File: src/rtl/obi_arb_pkg.sv
// Shared types for the OBI round-robin arbiter and its ID FIFO.
// Index and count types are sized for the largest legal configuration (8 managers, 8 outstanding).
package obi_arb_pkg;

   localparam int unsigned MaxNumMgr        = 8;
   localparam int unsigned MaxOutstandingLm = 8;
   localparam int unsigned DefDataWidth     = 32;
   localparam int unsigned BeWidth          = DefDataWidth / 8;

   localparam int unsigned MgrIdxWidth  = (MaxNumMgr > 1) ? $clog2(MaxNumMgr) : 1;
   localparam int unsigned FifoCntWidth = $clog2(MaxOutstandingLm + 1);

   typedef logic [MgrIdxWidth-1:0]  mgr_idx_t;
   typedef logic [FifoCntWidth-1:0] fifo_cnt_t;

   // Successor index modulo n.
   function automatic mgr_idx_t next_idx(input mgr_idx_t idx, input int unsigned n);
      if (32'(idx) + 32'd1 >= n) begin
         return '0;
      end
      return idx + mgr_idx_t'(1);
   endfunction

endpackage

File: src/rtl/obi_arb_id_fifo.sv
// FIFO of granted manager indices, one entry per outstanding OBI transaction.
// A pop in the same cycle frees a slot for a push even when full.
module obi_arb_id_fifo
   import obi_arb_pkg::*;
#(
   parameter int unsigned Depth = 2
) (
   input  logic      clk_i,
   input  logic      rst_ni,
   input  logic      push_i,
   input  mgr_idx_t  data_i,
   input  logic      pop_i,
   output mgr_idx_t  head_o,
   output fifo_cnt_t count_o,
   output logic      full_o,
   output logic      empty_o
);

   localparam int unsigned PtrWidth = (Depth > 1) ? $clog2(Depth) : 1;
   typedef logic [PtrWidth-1:0] ptr_t;

   mgr_idx_t  mem_q [Depth];
   ptr_t      wptr_q, wptr_d;
   ptr_t      rptr_q, rptr_d;
   fifo_cnt_t cnt_q, cnt_d;
   logic      do_push, do_pop;

   function automatic ptr_t ptr_inc(input ptr_t p);
      return (p == ptr_t'(Depth - 1)) ? '0 : p + ptr_t'(1);
   endfunction

   assign full_o  = (cnt_q == fifo_cnt_t'(Depth));
   assign empty_o = (cnt_q == '0);
   assign count_o = cnt_q;
   assign head_o  = mem_q[rptr_q];

   always_comb begin
      do_pop  = pop_i & ~empty_o;
      do_push = push_i & (~full_o | do_pop);
      wptr_d  = do_push ? ptr_inc(wptr_q) : wptr_q;
      rptr_d  = do_pop ? ptr_inc(rptr_q) : rptr_q;
      cnt_d   = cnt_q + fifo_cnt_t'(do_push) - fifo_cnt_t'(do_pop);
   end

   always_ff @(posedge clk_i or negedge rst_ni) begin
      if (!rst_ni) begin
         wptr_q <= '0;
         rptr_q <= '0;
         cnt_q  <= '0;
         for (int unsigned i = 0; i < Depth; i++) begin
            mem_q[i] <= '0;
         end
      end else begin
         wptr_q <= wptr_d;
         rptr_q <= rptr_d;
         cnt_q  <= cnt_d;
         if (do_push) begin
            mem_q[wptr_q] <= data_i;
         end
      end
   end

endmodule

File: src/rtl/obi_rr_arbiter.sv
// N-to-1 OBI arbiter with response routing by a FIFO of granted manager indices.
// Define OBI_ARB_FIXED_PRIO_EN for fixed lowest-index-wins priority instead of round-robin.
module obi_rr_arbiter
   import obi_arb_pkg::*;
#(
   parameter int unsigned NumMgr         = 2,
   parameter int unsigned MaxOutstanding = 2,
   parameter int unsigned DataWidth      = 32,
   parameter int unsigned AddrWidth      = 32
) (
   input  logic                          clk_i,
   input  logic                          rst_ni,
   input  logic [NumMgr-1:0]             mgr_req_i,
   output logic [NumMgr-1:0]             mgr_gnt_o,
   input  logic [NumMgr*AddrWidth-1:0]   mgr_addr_i,
   input  logic [NumMgr-1:0]             mgr_we_i,
   input  logic [NumMgr*DataWidth/8-1:0] mgr_be_i,
   input  logic [NumMgr*DataWidth-1:0]   mgr_wdata_i,
   output logic [NumMgr-1:0]             mgr_rvalid_o,
   output logic [NumMgr*DataWidth-1:0]   mgr_rdata_o,
   output logic                          sbr_req_o,
   input  logic                          sbr_gnt_i,
   output logic [AddrWidth-1:0]          sbr_addr_o,
   output logic                          sbr_we_o,
   output logic [DataWidth/8-1:0]        sbr_be_o,
   output logic [DataWidth-1:0]          sbr_wdata_o,
   input  logic                          sbr_rvalid_i,
   input  logic [DataWidth-1:0]          sbr_rdata_i,
   output logic                          err_o
);

   localparam int unsigned BeW = DataWidth / 8;

   mgr_idx_t  rr_q, rr_d;
   mgr_idx_t  sel_q, sel_d;
   logic      lock_q, lock_d;
   logic      err_q, err_d;

   mgr_idx_t  cand, sel, hi_idx, lo_idx;
   logic      hi_found, lo_found;
   logic      sel_req, can_issue, hs;

   mgr_idx_t  fifo_head;
   fifo_cnt_t fifo_count;
   logic      fifo_full, fifo_empty, fifo_pop;

   // hi_* is the first requester at or above rr_q; lo_* is the first requester overall.
   always_comb begin
      hi_found = 1'b0;
      lo_found = 1'b0;
      hi_idx   = '0;
      lo_idx   = '0;
      for (int unsigned i = 0; i < NumMgr; i++) begin
         if (mgr_req_i[i]) begin
            if (!hi_found && (32'(rr_q) <= i)) begin
               hi_found = 1'b1;
               hi_idx   = mgr_idx_t'(i);
            end
            if (!lo_found) begin
               lo_found = 1'b1;
               lo_idx   = mgr_idx_t'(i);
            end
         end
      end
`ifdef OBI_ARB_FIXED_PRIO_EN
      cand = lo_idx;
`else
      cand = hi_found ? hi_idx : lo_idx;
`endif
   end

   assign sel = lock_q ? sel_q : cand;

   always_comb begin
      sel_req     = 1'b0;
      sbr_addr_o  = '0;
      sbr_we_o    = 1'b0;
      sbr_be_o    = '0;
      sbr_wdata_o = '0;
      for (int unsigned i = 0; i < NumMgr; i++) begin
         if (sel == mgr_idx_t'(i)) begin
            sel_req     = mgr_req_i[i];
            sbr_addr_o  = mgr_addr_i[i*AddrWidth +: AddrWidth];
            sbr_we_o    = mgr_we_i[i];
            sbr_be_o    = mgr_be_i[i*BeW +: BeW];
            sbr_wdata_o = mgr_wdata_i[i*DataWidth +: DataWidth];
         end
      end
   end

   // A response popping this cycle frees the slot the new request needs.
   assign fifo_pop  = sbr_rvalid_i & ~fifo_empty;
   assign can_issue = ~fifo_full | (sbr_rvalid_i & (fifo_count != '0));
   assign sbr_req_o = rst_ni & sel_req & can_issue;
   assign hs        = sbr_req_o & sbr_gnt_i;

   always_comb begin
      for (int unsigned i = 0; i < NumMgr; i++) begin
         mgr_gnt_o[i]    = hs & (sel == mgr_idx_t'(i));
         mgr_rvalid_o[i] = rst_ni & fifo_pop & (fifo_head == mgr_idx_t'(i));
      end
   end

   assign mgr_rdata_o = {NumMgr{sbr_rdata_i}};
   assign err_o       = err_q;

   always_comb begin
      rr_d   = rr_q;
      sel_d  = sel_q;
      lock_d = lock_q;
      err_d  = err_q | (sbr_rvalid_i & fifo_empty);
      if (hs) begin
         lock_d = 1'b0;
`ifdef OBI_ARB_FIXED_PRIO_EN
         rr_d   = '0;
`else
         rr_d   = next_idx(sel, NumMgr);
`endif
      end else if (sbr_req_o) begin
         lock_d = 1'b1;
         sel_d  = sel;
      end
   end

   always_ff @(posedge clk_i or negedge rst_ni) begin
      if (!rst_ni) begin
         rr_q   <= '0;
         sel_q  <= '0;
         lock_q <= 1'b0;
         err_q  <= 1'b0;
      end else begin
         rr_q   <= rr_d;
         sel_q  <= sel_d;
         lock_q <= lock_d;
         err_q  <= err_d;
      end
   end

   obi_arb_id_fifo #(
      .Depth (MaxOutstanding)
   ) u_id_fifo (
      .clk_i   (clk_i),
      .rst_ni  (rst_ni),
      .push_i  (hs),
      .data_i  (sel),
      .pop_i   (fifo_pop),
      .head_o  (fifo_head),
      .count_o (fifo_count),
      .full_o  (fifo_full),
      .empty_o (fifo_empty)
   );

endmodule

File: config.mk
export PLATFORM = sky130hd
export DESIGN_NAME = obi_rr_arbiter
export DESIGN_NICKNAME = d
export VERILOG_FILES = /design/src/rtl/obi_arb_pkg.sv /design/src/rtl/obi_arb_id_fifo.sv /design/src/rtl/obi_rr_arbiter.sv
export SDC_FILE = /design/constraint.sdc
export NUM_CORES = 1
export LEC_CHECK = 0
export BUFFER_PORTS_ARGS = -buffer_cell sky130_fd_sc_hd__buf_2
export CAP_MARGIN = 40
export CORE_AREA = 10 10 114 116
export DETAILED_ROUTE_END_ITERATION = 16
export DIE_AREA = 0 0 124 126
export SLEW_MARGIN = 20
export SYNTH_ARGS = -nofsm -noshare
export SYNTH_HDL_FRONTEND = slang
export SYNTH_HIERARCHICAL = 1
export SYNTH_SLANG_ARGS = --single-unit
File: constraint.sdc
create_clock -name clk_i -period 3.6 [get_ports clk_i]
set_input_delay 0.18 -clock clk_i [delete_from_list [all_inputs] [get_ports clk_i]]
set_output_delay 0.18 -clock clk_i [all_outputs]
set_load 0.01 [all_outputs]
==> results.txt <==
* Sort of element at the end of the critical path: output port
- Fin area: 3130 µm²
- Post-Place Cell Area: 3050 µm²
* Drt via density: 4.67
- Number of H-tree levels: 1
- The share of synthesized area in the top cell type comes to 0.256.
- Final weighted congestion of routability-driven global placement: between 0.8 and 0.9
- Synthesis-to-layout area growth: 32.5%
- Number of sinks driven by the clock tree: 20
- Detailed-route DRC error count: 0
- The die covers 15600 µm².
- Of the cells placed in the final design, the portion with a size suffix greater than 1 is 0.632.
- The via count of the first global-routing pass came to 2630.
- Largest fanout on the critical path: 38
- Post-CTS timing repair inserted 0 buffers for setup.
- Chip Width: 124 µm
- Clock tree from TritonCTS: done
- After technology mapping, the gate count stands at about 250.
- Of all cell types, the one taking the most synthesized area is a22o_1.
- Data arrives at the worst endpoint at 2.96 ns.
- Dividing total power by cell area gives a power density of ~840 nW/µm².
* Count of filler cells inserted in the layout: 1137
- The share of the Yosys chip area taken by registers is 0.212.
* Transition time at the pin with the least slew margin: 0.730 ns
- The worst register-to-register path begins at rr_q[1].
- Setup Crit Path Kind: register to output port
- RSZ-0062 raised after global routing: false
- Startpoint of the lowest-slack hold path: sbr_gnt_i
- Routing usage on met2: 0.217
* Final Non-Filler Cells: 532
* Wire length of the first global-routing pass: 16100 µm
* Cell area after technology mapping: 2360 µm²
* Ys flop type: dfrtp_1
- The min-delay analysis places its worst path in the category primary input to register.
* Max Buffers Root-to-Sink: 2
- Total number of placement rows: 38
- Across the run, the number of max-cap violations was 0.
- Post-DR wirelength/cell: 22.1 µm
- In this run the critical register-to-register path is captured at u_id_fifo/count_o[3].
* Global routing usage on met3: 0.0675
* Number of cells on the worst hold path: 2
- Wire length reported by the detailed router: 11800 µm
* Antenna viol nets, final: 0
- Cts repair resizes: 0
* Port-buffer cells: 218
- Number of enable-type register cells in the synthesized netlist: 0
- Post-synthesis net count: 430
* Summed negative setup slack over all endpoints: 0 ns
- The initial antenna violation count was 1.
- In this run the most used layer during global routing was met2.
* Max-slew violation count: 0
- Half-perimeter wire length of the detailed placement result: 10200 µm
- Total of warnings raised by yosys: 6
- Startpoint kind of the worst setup timing path: register
* Post-synthesis sequential element count: 20
* Largest net degree at the start of global routing: 39
* R2R depth: 11
- Number of setup violations in the final report: 0
* Worst reg2reg setup slack: between 0.5 and 0.6 ns
- Worst slew margin: 0.512
- After the first detailed-routing iteration, the DRC count stood at 79.
- Hold_buf cts: 1
* Cell total after placement: 526
- Static timing analysis puts the maximum clock frequency at between 300 and 400 MHz.
* Cell types occupying the most area after synthesis: a22o_1, dfrtp_1, buf_4
- Post-synthesis async set-or-reset flop share: 1.00
* TritonRoute pass-1 iters: 4
- In this run the count of I/O pins placed on the die edge is 315.
- For this configuration, the core starts out at a cell density of 0.221.
- Across the routed clock network, the largest skew measured is 0.00341 ns.
- For the worst-skew pair, the clock arrives at the later sink with an insertion delay of 0.26 ns.
- Number of distinct library cells after synthesis: 42
- The number of failing hold endpoints at the final stage is 0.
- Max VDD drop: approximately 300 µV
- Buffers inserted during clock tree synthesis total 3.
* Min Tclk post-route: 3.14 ns
- Global Route Usage Sum: 0.132
* Hold-critical path endpoint: lock_q
- CTS placed an instance of clkbuf_8 at the clock tree root.
- By count the netlist is led by a22o_1, buf_4, dfrtp_1.
* Outcome: completed
- Final hold slack: 0.140 ns
* Leak Pwr: 1.80 nW
* Die Y-Extent: 126 µm
* Worst Path Required: 3.42 ns
- Floorplan Core Area: 10700 µm²
- Total Power: around 2.6 mW
- Among all cell types in the netlist, the one instantiated most often is a22o_1.
- Each instance of the synthesized netlist takes up on average 9.61 µm².
- After clock tree synthesis, the clock-pin slew on the worst setup and hold paths is roughly 0.08 ns.
- For this run, global-route usage on met1 was measured as 0.155.
* NumNets Final: 576
- Total congestion overflow after global routing: 0
- Total vias in the final route: 2482
* Final period utilization: 0.871
layout by cell type, fill, tap and decap left out, drive strengths merged, types with 3 or more instances in the layout:
cell    instances
clkbuf          3
nand2           6
nor2            3
nand3b          4
buf           220
a22o           69
dfrtp          20
ha              7
nor2b           3
xnor2           3
mux2           11
inv             9
registers in the layout (all words and copies together), names as in the netlist:
register / flops
err_o: 1
lock_q: 1
rr_q: 3
sel_q: 3
u_id_fifo/count_o: 4
u_id_fifo/mem_q: 6
u_id_fifo/rptr_q: 1
u_id_fifo/wptr_q: 1
report_power, final:
group	total (mW)	internal, mW	switching [mW]
clock	0.227	0.148	0.0787
sequential	0.361	0.296	0.0652
combinational	2.03	0.887	1.14
total	2.62	1.33	1.29
critical path: stages, from the launching register on:
cell and delay, ns:
dfrtp_1 0.38, or3b_4 0.41, a31oi_4 0.27, ha_1 0.32, and2_2 0.62, buf_12 0.28
a22o_1 0.23, buf_2 0.16
per-stage QoR:
step,util,setup slack [ns]
6_report,0.293,0.465
5_1_grt,0.293,0.286
4_1_cts,0.293,0.454
3_5_place_dp,0.285,0.601
3_3_place_gp,0.285,0.725
2_1_floorplan,-,0.772
layout make-up:
type,count,area [µm²],share of cell area
multi-input cells,137,1220,0.390
repair buffers,221,1130,0.360
flip-flops and latches,20,500,0.160
well taps,140,175,0.0559
clock buffers,3,41.3,0.0132
inverters,9,33.8,0.0108
clock inverters,1,30.0,0.00958
diodes,1,2.50,0.000799
logic make-up (layout without fill, tap and decap cells):
family                   after synthesis  after routing  synth area share
buffers and inverters                 89            234             0.275
AND/OR/NAND/NOR                       32             32            0.0958
XOR/XNOR                               5              5            0.0185
adder cells (fa/ha/maj)                8              8            0.0455
AO/OA/AOI/OAI                         79             79             0.292
other                                  0              1                 0
multiplexers                          13             13            0.0624
flip-flops                            20             20             0.212
routing by layer:
metal | up-vias | wire, µm
li1 | 1130 | -
met1 | 1144 | 4370
met2 | 199 | 5400
met3 | 9 | 1940
met4 | 0 | 69
met5 | - | 0
worst max path at each step:
| stage | slack, ns | depth (start not counted) | to | start |
|---|---|---|---|---|
| 3_3_place_gp | 0.73 | 11 | u_id_fifo/count_o[3] | rr_q[1] |
| 3_5_place_dp | 0.60 | 11 | u_id_fifo/count_o[3] | rr_q[1] |
| 6_report | 0.46 | 7 | sbr_wdata_o[24] | rr_q[1] |
| 2_1_floorplan | 0.77 | 12 | u_id_fifo/count_o[3] | rr_q[1] |
| 5_1_grt | 0.29 | 9 | sbr_wdata_o[24] | lock_q |
| 4_1_cts | 0.45 | 9 | sbr_wdata_o[23] | lock_q |
Power figures use the tool's default switching activity.
